**src/rtl/instr_pkg.sv**
```systemverilog
// rtl/instr_pkg.sv - opcode, ALU-field, class and condition codes shared by encoder and decoder
package instr_pkg;

  localparam logic [4:0] OP_AND  = 5'h00;
  localparam logic [4:0] OP_EOR  = 5'h01;
  localparam logic [4:0] OP_SUB  = 5'h02;
  localparam logic [4:0] OP_RSB  = 5'h03;
  localparam logic [4:0] OP_ADD  = 5'h04;
  localparam logic [4:0] OP_ADC  = 5'h05;
  localparam logic [4:0] OP_SBC  = 5'h06;
  localparam logic [4:0] OP_TST  = 5'h08;
  localparam logic [4:0] OP_CMP  = 5'h0A;
  localparam logic [4:0] OP_CMN  = 5'h0B;
  localparam logic [4:0] OP_ORR  = 5'h0C;
  localparam logic [4:0] OP_MOV  = 5'h0D;
  localparam logic [4:0] OP_BIC  = 5'h0E;
  localparam logic [4:0] OP_MVN  = 5'h0F;
  localparam logic [4:0] OP_LDR  = 5'h10;
  localparam logic [4:0] OP_LDRB = 5'h11;
  localparam logic [4:0] OP_STR  = 5'h12;
  localparam logic [4:0] OP_STRB = 5'h13;
  localparam logic [4:0] OP_B    = 5'h14;
  localparam logic [4:0] OP_BL   = 5'h15;
  localparam logic [4:0] OP_BEQ  = 5'h16;
  localparam logic [4:0] OP_BNE  = 5'h17;

  localparam logic [3:0] ALU_AND = 4'h0;
  localparam logic [3:0] ALU_EOR = 4'h1;
  localparam logic [3:0] ALU_SUB = 4'h2;
  localparam logic [3:0] ALU_RSB = 4'h3;
  localparam logic [3:0] ALU_ADD = 4'h4;
  localparam logic [3:0] ALU_ADC = 4'h5;
  localparam logic [3:0] ALU_SBC = 4'h6;
  localparam logic [3:0] ALU_TST = 4'h8;
  localparam logic [3:0] ALU_CMP = 4'hA;
  localparam logic [3:0] ALU_CMN = 4'hB;
  localparam logic [3:0] ALU_ORR = 4'hC;
  localparam logic [3:0] ALU_MOV = 4'hD;
  localparam logic [3:0] ALU_BIC = 4'hE;
  localparam logic [3:0] ALU_MVN = 4'hF;

  localparam logic [2:0] CLS_DP_REG = 3'b000;
  localparam logic [2:0] CLS_DP_IMM = 3'b001;
  localparam logic [2:0] CLS_LDST   = 3'b010;
  localparam logic [2:0] CLS_BRANCH = 3'b101;

  localparam logic [3:0] COND_EQ = 4'h0;
  localparam logic [3:0] COND_NE = 4'h1;
  localparam logic [3:0] COND_AL = 4'hE;

endpackage

```
**src/rtl/instr_encode_core.sv**
```systemverilog
// rtl/instr_encode_core.sv - combinational field-bundle to 32-bit instruction word mapping
module instr_encode_core
  import instr_pkg::*;
(
  input  logic [4:0]  opcode,
  input  logic [3:0]  condition,
  input  logic [3:0]  rd,
  input  logic [3:0]  rs1,
  input  logic [3:0]  rs2,
  input  logic [11:0] immediate,
  input  logic [23:0] branch_offset,
  input  logic [4:0]  shift_amount,
  input  logic [1:0]  shift_type,
  input  logic        immediate_flag,
  input  logic        flags_update_en,
  output logic [31:0] word,
  output logic        invalid
);

  logic [3:0] alu;
  logic       is_dp;
  logic       is_load;

  always_comb begin
    alu   = '0;
    is_dp = 1'b1;
    case (opcode)
      OP_AND:  alu = ALU_AND;
      OP_EOR:  alu = ALU_EOR;
      OP_SUB:  alu = ALU_SUB;
      OP_RSB:  alu = ALU_RSB;
      OP_ADD:  alu = ALU_ADD;
      OP_ADC:  alu = ALU_ADC;
      OP_SBC:  alu = ALU_SBC;
      OP_TST:  alu = ALU_TST;
      OP_CMP:  alu = ALU_CMP;
      OP_CMN:  alu = ALU_CMN;
      OP_ORR:  alu = ALU_ORR;
      OP_MOV:  alu = ALU_MOV;
      OP_BIC:  alu = ALU_BIC;
      OP_MVN:  alu = ALU_MVN;
      default: is_dp = 1'b0;
    endcase
  end

  assign is_load = (opcode == OP_LDR) || (opcode == OP_LDRB);

  always_comb begin
    word    = '0;
    invalid = 1'b0;
    if (is_dp) begin
      word[31:28] = condition;
      word[27:25] = immediate_flag ? CLS_DP_IMM : CLS_DP_REG;
      word[24:21] = alu;
      // compare-type ops are meaningless without flag update
      word[20]    = (alu == ALU_TST || alu == ALU_CMP || alu == ALU_CMN) ? 1'b1 : flags_update_en;
      word[19:16] = rs1;
      word[15:12] = rd;
      word[11:0]  = immediate_flag ? immediate : {shift_amount, shift_type, 1'b0, rs2};
    end else begin
      case (opcode)
        OP_LDR, OP_LDRB, OP_STR, OP_STRB: begin
          word[31:28] = condition;
          word[27:25] = CLS_LDST;
          word[22]    = (opcode == OP_LDRB) || (opcode == OP_STRB);
          word[20]    = is_load;
          word[19:16] = rs1;
          word[15:12] = is_load ? rd : rs2;
          word[11:0]  = immediate;
        end
        OP_B, OP_BL, OP_BEQ, OP_BNE: begin
          word[31:28] = (opcode == OP_BEQ) ? COND_EQ :
                        (opcode == OP_BNE) ? COND_NE : condition;
          word[27:25] = CLS_BRANCH;
          word[24]    = (opcode == OP_BL);
          word[23:0]  = branch_offset;
        end
        default: invalid = 1'b1;
      endcase
    end
  end

endmodule

```
**src/rtl/instruction_encoder.sv**
```systemverilog
// rtl/instruction_encoder.sv - load-run FSM writing encoded words to instruction memory
// Optional INSTR_ENC_STATS_EN adds saturating enc_count/err_count outputs.
module instruction_encoder #(
  parameter int ADDR_W = 10
) (
  input  logic              clk,
  input  logic              rst_n,
  input  logic              start,
  input  logic [ADDR_W-1:0] base_addr,
  input  logic [ADDR_W-1:0] length,
  input  logic              in_valid,
  output logic              in_ready,
  input  logic [4:0]        opcode,
  input  logic [3:0]        condition,
  input  logic [3:0]        rd,
  input  logic [3:0]        rs1,
  input  logic [3:0]        rs2,
  input  logic [11:0]       immediate,
  input  logic [23:0]       branch_offset,
  input  logic [4:0]        shift_amount,
  input  logic [1:0]        shift_type,
  input  logic              immediate_flag,
  input  logic              flags_update_en,
  output logic              mem_we,
  output logic [ADDR_W-1:0] mem_addr,
  output logic [31:0]       mem_wdata,
  input  logic              mem_ready,
  output logic              busy,
  output logic              done,
  output logic              err,
  output logic [4:0]        err_opcode
`ifdef INSTR_ENC_STATS_EN
  ,
  output logic [15:0]       enc_count,
  output logic [15:0]       err_count
`endif
);

  localparam logic [1:0] S_IDLE = 2'd0;
  localparam logic [1:0] S_RUN  = 2'd1;
  localparam logic [1:0] S_DONE = 2'd2;

  logic [1:0]        state;
  logic [ADDR_W-1:0] len_q;
  logic [ADDR_W-1:0] acc_cnt;
  logic [ADDR_W-1:0] wr_cnt;
  logic [31:0]       enc_word;
  logic              enc_invalid;
  logic              accept;
  logic              wr_fire;

  instr_encode_core u_core (
    .opcode          (opcode),
    .condition       (condition),
    .rd              (rd),
    .rs1             (rs1),
    .rs2             (rs2),
    .immediate       (immediate),
    .branch_offset   (branch_offset),
    .shift_amount    (shift_amount),
    .shift_type      (shift_type),
    .immediate_flag  (immediate_flag),
    .flags_update_en (flags_update_en),
    .word            (enc_word),
    .invalid         (enc_invalid)
  );

  assign in_ready = (state == S_RUN) && (acc_cnt < len_q) && (!mem_we || mem_ready);
  assign accept   = in_valid && in_ready;
  assign wr_fire  = mem_we && mem_ready;
  assign busy     = (state == S_RUN);
  assign done     = (state == S_DONE);

  always_ff @(posedge clk) begin
    if (!rst_n) begin
      state      <= S_IDLE;
      len_q      <= '0;
      acc_cnt    <= '0;
      wr_cnt     <= '0;
      mem_we     <= 1'b0;
      mem_addr   <= '0;
      mem_wdata  <= '0;
      err        <= 1'b0;
      err_opcode <= '0;
    end else begin
      if (wr_fire) begin
        mem_we   <= 1'b0;
        mem_addr <= mem_addr + ADDR_W'(1);
        wr_cnt   <= wr_cnt + ADDR_W'(1);
      end
      // a new accept overrides the drain above, giving one word per cycle
      if (accept) begin
        if (enc_invalid) begin
          if (!err) begin
            err        <= 1'b1;
            err_opcode <= opcode;
          end
        end else begin
          mem_we    <= 1'b1;
          mem_wdata <= enc_word;
          acc_cnt   <= acc_cnt + ADDR_W'(1);
        end
      end
      case (state)
        S_IDLE: if (start) begin
          len_q      <= length;
          mem_addr   <= base_addr;
          acc_cnt    <= '0;
          wr_cnt     <= '0;
          err        <= 1'b0;
          err_opcode <= '0;
          state      <= (length == '0) ? S_DONE : S_RUN;
        end
        S_RUN:   if (wr_cnt == len_q && !mem_we) state <= S_DONE;
        S_DONE:  state <= S_IDLE;
        default: state <= S_IDLE;
      endcase
    end
  end

`ifdef INSTR_ENC_STATS_EN
  always_ff @(posedge clk) begin
    if (!rst_n) begin
      enc_count <= '0;
      err_count <= '0;
    end else begin
      if (wr_fire && enc_count != 16'hFFFF) enc_count <= enc_count + 16'd1;
      if (accept && enc_invalid && err_count != 16'hFFFF) err_count <= err_count + 16'd1;
    end
  end
`endif

endmodule

```
**config.mk**
```make
export PLATFORM = sky130hd
export DESIGN_NAME = instruction_encoder
export DESIGN_NICKNAME = d
export VERILOG_FILES = /design/src/rtl/instr_pkg.sv /design/src/rtl/instr_encode_core.sv /design/src/rtl/instruction_encoder.sv
export SDC_FILE = /design/constraint.sdc
export NUM_CORES = 1
export LEC_CHECK = 0
export ABC_CLOCK_PERIOD_IN_PS = 6200
export CAP_MARGIN = 15
export CORE_ASPECT_RATIO = 0.75
export CORE_UTILIZATION = 47
export CTS_BUF_LIST = sky130_fd_sc_hd__clkbuf_4 sky130_fd_sc_hd__clkbuf_8 sky130_fd_sc_hd__clkbuf_16
export CTS_CLUSTER_SIZE = 24
export DETAILED_ROUTE_END_ITERATION = 6
export HOLD_SLACK_MARGIN = 0.1
export MAX_ROUTING_LAYER = met4
export PLACE_DENSITY = 0.82
export SLEW_MARGIN = 20
export SYNTH_ARGS = -nofsm -noshare
export SYNTH_HDL_FRONTEND = slang
export SYNTH_SLANG_ARGS = --single-unit
```
**constraint.sdc**
```tcl
create_clock -name clk -period 6.2 [get_ports clk]
set_input_delay 0.62 -clock clk [delete_from_list [all_inputs] [get_ports clk]]
set_output_delay 0.62 -clock clk [all_outputs]
set_load 0.02 [all_outputs]
```
==> results.toml <==
[floorplan]
core_um2 = 8600
die_h_um = 84.2
initial_utilization = 0.492
placementRows = 29
ios = 143
dieArea_um2 = 9390
fp.dieW_um = 112

[min_path]
min_from = "err_opcode[2]$_SDFF_PN0_"
hold_path_end = "err_opcode[2]$_SDFF_PN0_"
hold_path_class = "flop to flop"
hold_depth = 2

[run_status]
outcome = "complete, but fails checks"
violations = "design-rule violations"

[timing]
period_needed_ns = 3.50
tns_ns = 0
finClkSkew_ns = 0.00803
finalMaxSlewViolations = 0
tightestPinTransition_ns = 0.829
hold_viol_final = 0
fmax_mhz = 285
worst_slack_ns = 2.70
rsz0062_at_grt = "no"
relSlewSlack = 0.446
min_period_over_period = 0.565
report.final.setup_viol = 0

[setup_path]
crit_buf_inv = 3
cpPeakStageDelay_ns = 0.63
arrival_ns = 2.88
critical-path-top-delay-family = "buffers and inverters"
r2r_cells = 7
rr_startpoint = "len_q[7]$_SDFFE_PN0P_"
crit_cells = 8
critPathLaunchType = "flop"
reg2reg_slack_ns = 3.30
required_ns = 5.58
worstPathMaxFanout = 40
worstSetupEndpointType = "output port"
crit_slowest_cell = "clkdlybuf4s50_1"
reg2reg_to = "mem_wdata[13]$_SDFFE_PN0P_"
critical_path_class = "flop to output port"
path_cells = "inv_1 > ha_1 > a21oi_1 > o21ai_0 > a21oi_2 > buf_4 > and3_1 > clkdlybuf4s50_1"

[cts]
numCtsBuffers = 9
cts_root_buffer = "clkbuf_16"
post_cts_resize_count = 0
path_clk_slew_ns = 0.06
clk_path_buf_depth = 2
cts_htree_levels = 3
clkSinkCount = 81
clock_latency_ns = 0.34
post-cts-setup-buffer-count = 0
hold_buffers = 0
cts_tree = "done"

[synth]
synth_fp_nets = 614
synth.most_common_cell = "dfxtp_1"
ys_seq_area_frac = 0.383
synth_cell_types = 52
synth.avg_cell_area_um2 = 8.28
yosysWarnings = 0
synthFlopType = "dfxtp_1"
synth_top_cell_by_area = "dfxtp_1"
synth_edf_count = 0
synth_area_leaders = "dfxtp_1 38%, a21oi_1 7.0%, a211oi_1 5.9%"
synth_top_cell_area_share = 0.383
synth-seq-cells = 81
async_flop_share = 0
syn_inst = 511
synth.top_cells.by_count = "81 x dfxtp_1, 59 x a21oi_1, 59 x nand2_1"
syn-cell-area_um2 = 4230

[route]
drt-total-wl_um = 12800
vias = 4501
first_iter_violations = 345
post-route-drc-count = 4
vias_per_cell = 6.03
postRouteAntennaNets = 0
avgRoutedWirePerCell_um = 17.1
dr.pass1.iters = 7

[cells_and_area]
register_area_um2 = 1620
nets = 737
area_growth_syn_to_layout_pct = 43.5
antennaDiodeCount = 0
final_util = 0.706
final_layout_size_suffix_gt1_frac = 0.0502
multi_input_area_um2 = 2430
nFillCells = 680

[power_and_ir_drop]
leakagePower_uw = 0.00222
power_density_nw_per_um2 = 253
ir_worst_vdd_v = 0.000132

[global_routing]
grt_pass1_wl_um = 20400
grt_util_all_layers = 0.280
gr-total-overflow = 0
grt_pass1_vias = 4206
grt_max_degree = 41
grt_antenna_before_repair = 0

[placed_design]
place.gp.congestion = 0.862
io_buffers = 142
post-place-ws_ns = 2.37
post-dp-hpwl_um = 9090

[flow_run]
drv_cap = 0
## through the flow
| step | hold slack [ns] | power [uW] | area [um^2] | cells |
|---|---|---|---|---|
| 2_1_floorplan | 0.447 | 748 | 4230 | 511 |
| 3_3_place_gp | 0.461 | 885 | 5700 | 731 |
| 3_5_place_dp | 0.467 | 894 | 5700 | 731 |
| 4_1_cts | 0.476 | 1540 | 6070 | 746 |
| 5_1_grt | 0.496 | 1590 | 6070 | 746 |
| 6_report | 0.476 | 1540 | 6070 | 746 |
## cell type report
cell class / count / area share
sequential: 81 / 0.267
clock inverter: 5 / 0.0212
tap: 108 / 0.0223
multi-input combinational: 379 / 0.400
timing repair buffer: 148 / 0.242
inverter: 15 / 0.00927
clock buffer: 10 / 0.0383
## state kept, by name, indices dropped and copies added (netlist names)
name and flops:
err 1, mem_addr 10, state 2, err_opcode 5, mem_we 1, mem_wdata 32
acc_cnt 10, len_q 10, wr_cnt 10
## placed cells by master, fill, tap and decap left out, types with 2 or more instances in the layout
| master | n |
|---|---|
| a211o_1 | 2 |
| a211oi_1 | 33 |
| a21o_1 | 2 |
| a21oi_1 | 58 |
| a222oi_1 | 11 |
| a22oi_1 | 11 |
| a31oi_1 | 6 |
| a32oi_1 | 2 |
| and2_1 | 2 |
| and3_1 | 8 |
| and4_1 | 3 |
| buf_4 | 6 |
| bufinv_16 | 4 |
| clkbuf_16 | 9 |
| clkdlybuf4s50_1 | 142 |
| clkinv_1 | 2 |
| dfxtp_1 | 81 |
| ha_1 | 12 |
| inv_1 | 13 |
| mux2i_1 | 9 |
| nand2_1 | 59 |
| nand2b_1 | 2 |
| nand3_1 | 15 |
| nand4_1 | 7 |
| nor2_1 | 28 |
| nor2b_1 | 8 |
| nor3_1 | 8 |
| nor4_1 | 5 |
| o211ai_1 | 2 |
| o21a_1 | 3 |
| o21ai_0 | 18 |
| o22ai_1 | 5 |
| o31ai_1 | 3 |
| or3_1 | 5 |
| or4_1 | 6 |
| xnor2_1 | 4 |
| xor2_1 | 24 |
## power breakdown
part	internal, uW	total, uW	switching (uW)	leakage [uW]
Sequential	547	570	22.6	0.000658
Clock	437	647	210	0.000176
Combinational	146	319	173	0.00139
## layer usage
metal	up-vias	part of all wire	GRT usage
met4	0	0.013	0.0799
met5	-	0	-
met2	177	0.47	0.427
met3	20	0.064	0.0570
met1	2159	0.45	0.375
li1	2145	-	-
## kinds of logic after synthesis
| kind of cell | share of synthesized area |
|---|---|
| simple gates | 0.198 |
| compound gates | 0.257 |
| flops | 0.383 |
| buf+inv | 0.0479 |
| xor+xnor | 0.0580 |
| fa+ha+maj | 0.0355 |
| mux | 0.0213 |
## tightest hold or removal path, stage by stage, from the launching register on
cell and delay [ns]:
dfxtp_1 0.31, o21ai_0 0.06, a21oi_1 0.06
## how the worst max path moves through the flow
| stage | slack (ns) | end | start |
|---|---|---|---|
| global placement | 2.55 | mem_wdata[6]$_SDFFE_PN0P_ | opcode[2] |
| floorplan | 4.00 | acc_cnt[5]$_SDFF_PN0_ | len_q[7]$_SDFFE_PN0P_ |
| finish | 2.70 | in_ready | len_q[2]$_SDFFE_PN0P_ |
| CTS | 2.69 | mem_wdata[13]$_SDFFE_PN0P_ | opcode[2] |
| global route | 2.55 | in_ready | len_q[5]$_SDFFE_PN0P_ |
| detailed placement | 2.37 | mem_wdata[11]$_SDFFE_PN0P_ | opcode[2] |
(Power assumes the default switching activity.)
